<file path="src/rtl/irq_ctrl.sv">
// Programmable interrupt controller: edge/level request latching, per-source mask,
// lowest-index priority, software ACK and a saturating dropped-edge counter.
module irq_ctrl #(
  parameter int N_SRC = 6
) (
  input  logic             clk,
  input  logic             reset,
  input  logic [N_SRC-1:0] Src,
  input  logic [29:0]      Addr,
  input  logic             WE,
  input  logic [31:0]      Din,
  output logic [31:0]      Dout,
  output logic [N_SRC-1:0] HWInt,
  output logic [2:0]       Top,
  output logic             Any
);

  localparam logic [2:0] OFF_PEND = 3'd0;
  localparam logic [2:0] OFF_MASK = 3'd1;
  localparam logic [2:0] OFF_MODE = 3'd2;
  localparam logic [2:0] OFF_ACK  = 3'd3;
  localparam logic [2:0] OFF_TOP  = 3'd4;
  localparam logic [2:0] OFF_LOST = 3'd5;

  logic [N_SRC-1:0] src_q, src_p;
  logic [N_SRC-1:0] pend_q, pend_d;
  logic [N_SRC-1:0] mask_q, mask_d;
  logic [N_SRC-1:0] mode_q, mode_d;
  logic [15:0]      lost_q, lost_d;

  logic [2:0]       off;
  logic [N_SRC-1:0] din_n, rise, ack, mode_chg, edge_nxt;
  logic             wr_mask, wr_mode, wr_lost, lost_hit;
  logic             unused_bits;

  assign off         = Addr[2:0];
  assign din_n       = Din[N_SRC-1:0];
  assign unused_bits = ^{Addr[29:3], Din};

  assign wr_mask  = WE && (off == OFF_MASK);
  assign wr_mode  = WE && (off == OFF_MODE);
  assign wr_lost  = WE && (off == OFF_LOST);
  assign ack      = (WE && (off == OFF_ACK)) ? din_n : '0;
  assign mode_chg = wr_mode ? (mode_q ^ din_n) : '0;

  assign rise     = src_q & ~src_p;
  assign edge_nxt = rise | (pend_q & ~ack);

  // A bit switching mode restarts from empty, but a coincident rise still latches.
  assign pend_d = (mode_chg & rise) |
                  (~mode_chg & ((mode_q & edge_nxt) | (~mode_q & src_q)));
  assign mask_d = wr_mask ? din_n : mask_q;
  assign mode_d = wr_mode ? din_n : mode_q;

  // Dropped edge: a rise on an already-pending edge bit that is not being cleared.
  assign lost_hit = |(mode_q & rise & pend_q & ~ack);

  always_comb begin
    lost_d = lost_q;
    if (wr_lost)                         lost_d = '0;
    else if (lost_hit && lost_q != 16'hFFFF) lost_d = lost_q + 16'd1;
  end

  always_ff @(posedge clk) begin
    if (reset) begin
      src_q  <= '0;
      src_p  <= '0;
      pend_q <= '0;
      mask_q <= '0;
      mode_q <= '0;
      lost_q <= '0;
    end else begin
      src_q  <= Src;
      src_p  <= src_q;
      pend_q <= pend_d;
      mask_q <= mask_d;
      mode_q <= mode_d;
      lost_q <= lost_d;
    end
  end

  assign HWInt = pend_q & mask_q;
  assign Any   = |HWInt;

  always_comb begin
    Top = 3'd0;
    for (int i = N_SRC - 1; i >= 0; i--)
      if (HWInt[i]) Top = 3'(i);
  end

  always_comb begin
    Dout = 32'd0;
    case (off)
      OFF_PEND: Dout = {{(32-N_SRC){1'b0}}, pend_q};
      OFF_MASK: Dout = {{(32-N_SRC){1'b0}}, mask_q};
      OFF_MODE: Dout = {{(32-N_SRC){1'b0}}, mode_q};
      OFF_TOP:  Dout = Any ? ({29'd0, Top} + 32'd1) : 32'd0;
      OFF_LOST: Dout = {16'd0, lost_q};
      default:  Dout = 32'd0;
    endcase
  end

endmodule

</file>
<file path="config.mk">
export PLATFORM = sky130hd
export DESIGN_NAME = irq_ctrl
export DESIGN_NICKNAME = d
export VERILOG_FILES = /design/src/rtl/irq_ctrl.sv
export SDC_FILE = /design/constraint.sdc
export NUM_CORES = 1
export LEC_CHECK = 0
export ABC_AREA = 1
export CORE_ASPECT_RATIO = 2
export CORE_MARGIN = 1
export CORE_UTILIZATION = 31
export CTS_CLUSTER_DIAMETER = 150
export DETAILED_ROUTE_END_ITERATION = 8
export PLACE_DENSITY_LB_ADDON = 0.08
export SYNTH_ARGS = -nofsm -noshare
export SYNTH_HDL_FRONTEND = slang
export SYNTH_SLANG_ARGS = --single-unit
</file>
<file path="constraint.sdc">
create_clock -name clk -period 3.5 [get_ports clk]
set_clock_uncertainty 0.05 [all_clocks]
set_input_delay 0.35 -clock clk [delete_from_list [all_inputs] [get_ports clk]]
set_output_delay 0.35 -clock clk [all_outputs]
set_load 0.03 [all_outputs]
</file>
==> After elaboration in Yosys (flattened, before gate mapping) <==
Cells that the tools add are included.
{ "classes": {"n_addsub": 2, "n_eq_ne": 6, "muxes": 10, "bitwise": 18, "reduce_logical": 9} }
{ "op_table": {"columns": ["operator", "n"], "rows": [
  ["$pmux 16 s5", 1],
  ["$and 6x6->6", 10],
  ["$not 6->6", 4],
  ["$mux 3", 6],
  ["$or 6x6->6", 3],
  ["$add 16x1->16 const B", 1],
  ["$ne 16x16->1 const B", 1],
  ["$mux 6", 2],
  ["$reduce_or 6->1", 2],
  ["$eq 3x2->1 const B", 2],
  ["$eq 3x3->1 const B", 2],
  ["$xor 6x6->6", 1],
  ["$logic_and 1x1->1", 5],
  ["$add 3x1->4 const B", 1],
  ["$mux 4", 1],
  ["$eq 3x1->1 const B", 1],
  ["$logic_not 3->1", 1],
  ["$reduce_or 2->1", 1]
]} }
{ "totals": {"reg_bits": 46, "output_inout_bits": 42} }

==> Longest topological paths before layout <==
{ "depth": {"word_depth": 10, "depth_mapped": 11, "mapped_depth_nobuf": 11} }

==> Least setup slack after synthesis <==
Ideal clock, no wire load.
{ "synth_timing": {"kind": "register to output", "start": "register pend_q[2]", "end": "output port Dout[2]", "arrival_time_ps": 1757, "path_slack_ps": 1343, "stages_incl_launch_ff": 7, "path_cell_list": "dfxtp_1 > nand2_1 > a21oi_1 > ha_1 > a21oi_1 > o21ai_0 > o2111ai_1"} }
{ "synth_via": {"elab_chain_cells": 7, "elab_cells_between_ends": 8, "cone_classes": "1 x add/sub; 5 x mux; 1 x bitwise; 1 x reduce/logical"} }
{ "synth_rtl": {"columns": ["element", "line_no", "source"], "rows": [
  ["start: declaration", "26", "logic [N_SRC-1:0] pend_q, pend_d;"],
  ["start signal: assignment", "75", "pend_q <= pend_d;"],
  ["$and 6x6->6", "82", "assign HWInt = pend_q & mask_q;"],
  ["$mux 3 (3 in series)", "88", "if (HWInt[i]) Top = 3'(i);"],
  ["named net Top[1]", "14", "output logic [2:0] Top,"],
  ["$add 3x1->4", "97", "OFF_TOP: Dout = Any ? ({29'd0, Top} + 32'd1) : 32'd0;"],
  ["$mux 4", "97", null],
  ["$pmux 16 s5", "93", "case (off)"],
  ["end: declaration", "12", "output logic [31:0] Dout,"]
]} }
The timed path passes the listed nets, and every way through them passes these cells.

==> Worst setup path after layout <==
{ "layout_timing": {"start": "input port Addr[2]", "end": "output port Dout[5]"} }
{ "layout_via": {"elab_chain_cells": 2, "elab_cells_between_ends": 6, "cone_classes": "4 x eq/ne; 1 x mux; 1 x reduce/logical"} }
{ "layout_rtl": {"columns": ["element", "line_no", "source"], "rows": [
  ["start: declaration", "9", "input logic [29:0] Addr,"],
  ["$eq 3x3->1 (tied with other cells)", "93", null],
  ["$pmux 16 s5 *", "93", null]
]} }
Mark *: on every way between the ends. The rest lies on a longest branch, timed or not.

==> impl_results.md <==
- Status: complete, no violations
- Switching fraction of total power: 0.253
- EDFF count, synth: 0
- Layout Utilization: 0.393
- Synth Register Bits: 46
- Clock-pin slew on the worst setup and hold paths: 0.07 ns
- Std-Cell Rows: 48
- Clock Tree Buf Depth: 2
- CP Capture Type: primary output
- DRC Markers: 0
- MaxCap Viol Count: 0
- Vias per cell: 4.81
- RSZ-0062 raised after global routing: no
- Int Pwr: 0.913 mW
- Highest Clock Rate: 339 MHz
- Clock Sinks: 46
- Total Nets Final: 531
- Dpl ws: 0.558 ns
- Final GP Congestion: 0.827
- Clock Power Share: 0.447
- Top cells by count, synth: 85 x nand2_1, 62 x inv_1, 54 x nor2_1, 46 x dfxtp_1, 37 x nand3_1
- Crit path time final: 2.95 ns
- CTS Root Cell: clkbuf_16
- Avg WL per Cell: 14.3 µm
- Final WL: 7.97 mm
- Hold Crit Class: reg -> reg
- DIE AREA: 0.00927 mm²
- Vias post-DR: 2687
- Postcts setup bufs: 0
- Net Switching: 0.310 mW
- Dominant cell type by area after synthesis: dfxtp_1
- Max-slew violations: 0
- Synth cell types: 34
- Slew HR: 0.493
- Yosys synthesis warning count: 0
- Final setup viols: 0
- Initial Util: 0.320
- Port bufs: 43
- Power Dens Cells: 362 mW/mm²
- Layout cells sized above 1: 0.0719
- Synthesized netlist cell count: 416
- CP Data Arrival Time: 2.55 ns
- CTS tree: built
- Total clock buffers created by CTS: 5
- H-tree levels: 2
- Total grt overflow: 0
- Initial antenna violation count: 0
- Core Region: 0.00859 mm²
- Startpoint Class: primary input
- Crit-path max FO: 7
- Sequential Power Share: 0.450
- Initial DRC Count: 190
- Die Height: 135 µm
- DIE WIDTH: 68.6 µm
- Post-synthesis sequential area ratio: 0.335
- GRT Total Usage: 0.187
- Count leader, synth: nand2_1
- VDD IR-drop max: 0.200 mV
- Resized Gates After CTS: 0
- Critical path type: in -> out
- Largest net degree at the start of global routing: 19
- Final hold vios: 0
- Logic pwr share: 0.103
- Vias in the first global route: 2543
- Area Overhead vs Synth: 22.9%
- Synth area leaders: dfxtp_1 34%, nand2_1 12%, inv_1 8.5%
- Worst Slack Setup Final: 0.550 ns
- Remaining antenna violation count: 0
- Setup TNS Final: 0 ns
- Total Power: 1.22 mW
- Tcrit/Tclk final: 0.843
- Top_reg_cell synth: dfxtp_1
- Global-route wire length before repair: 12.5 mm
- Worst endpoint required time: 3.10 ns
- Fraction of registers with async set or reset after synthesis: 0
- Clk Latency, worst-skew pair: 0.29 ns
- Hold_buf cts: 0
- Top-area cell type share of the netlist area: 0.335
- Hold_ws: 0.403 ns
- Dpl hpwl: 6.20 mm
- Initial DRT Pass Iterations: 4
- Worst Tran Pin Value: 0.760 ns
- Syn avg cell area: 6.60 µm²
- Diode count: 0
- Synthesized cell area: 0.00275 mm²
- P_leak: 1.34 nW
- # IOs: 113
layer usage:
metal  GRT usage  up-vias  part of all wire
met2       0.360       52              0.57
met4      0.0775        0             0.024
met5           0        -                 0
met1       0.184     1237              0.37
li1            -     1385                 -
met3      0.0269       13             0.032
state kept, by name, summed over array words and instances (netlist names):
register  cells
src_p         6
lost_q       16
pend_q        6
src_q         6
mask_q        6
mode_q        6
final timing paths:
kind	start	to	slack, ns	depth (start not counted)
worst max register to register	lost_q[1]	lost_q[12]	1.39	9
worst max-delay path	Addr[2]	Dout[5]	0.55	7
worst min register to register	src_q[4]	src_p[4]	0.40	2
worst min-delay path	src_q[4]	src_p[4]	0.40	2
through the flow:
step	cell area, µm²	cells
detailed placement	3210	551
global route	3380	559
CTS	3380	559
global placement	3210	551
floorplan	2800	431
finish	3380	559
power groups by stage:
stage                     registers [mW]  logic [mW]  clock network (mW)
final                              0.550       0.126               0.547
after global routing               0.552       0.138               0.576
after CTS                          0.550       0.127               0.560
after detailed placement           0.562       0.126                   0
after global placement             0.561       0.126                   0
after floorplan                    0.558      0.0917                   0
worst max-delay path, stage by stage:
cell             delay [ns]
clkdlybuf4s50_1        0.60
inv_1                  0.08
nand2_1                0.20
inv_1                  0.18
a221oi_1               0.31
o21ai_0                0.19
clkdlybuf4s50_1        0.62
cells in the final DEF, fill, tap and decap left out, types with 2 or more instances in the layout:
cell type        instances
a21oi_2                 10
inv_2                    4
clkinv_2                 2
nor2_1                  54
nor3_1                  10
inv_1                   62
clkdlybuf4s50_1         43
a22oi_1                  2
buf_4                    3
ha_1                     2
o2111ai_1                4
o21ai_1                  4
xor2_1                   9
o21ai_0                 17
nand3_1                 37
a21oi_1                 21
nand2_1                 85
o221ai_1                 2
nand4_1                  4
o32ai_1                  5
nor2_4                   2
clkbuf_16                5
conb_1                  16
dfxtp_1                 46
logic make-up (layout without fill, tap and decap cells):
family          Yosys count  in the layout  share of synthesized area
other cells               1             16                    0.00136
buf+inv                  93            121                      0.153
simple gates            198            198                      0.317
flops                    46             46                      0.335
xor+xnor                  9              9                     0.0287
compound gates           67             67                      0.155
fa+ha+maj                 2              2                    0.00911
layout make-up:
cell class / count / area (µm²)
Clock buffer: 5 / 125
Clock inverter: 3 / 40.0
Fill cell: 964 / 5210
Inverter: 67 / 251
Multi-Input combinational cell: 292 / 1460
Sequential cell: 46 / 921
Tap cell: 100 / 125
Timing Repair Buffer: 46 / 453
Power figures use the tool's default switching activity.
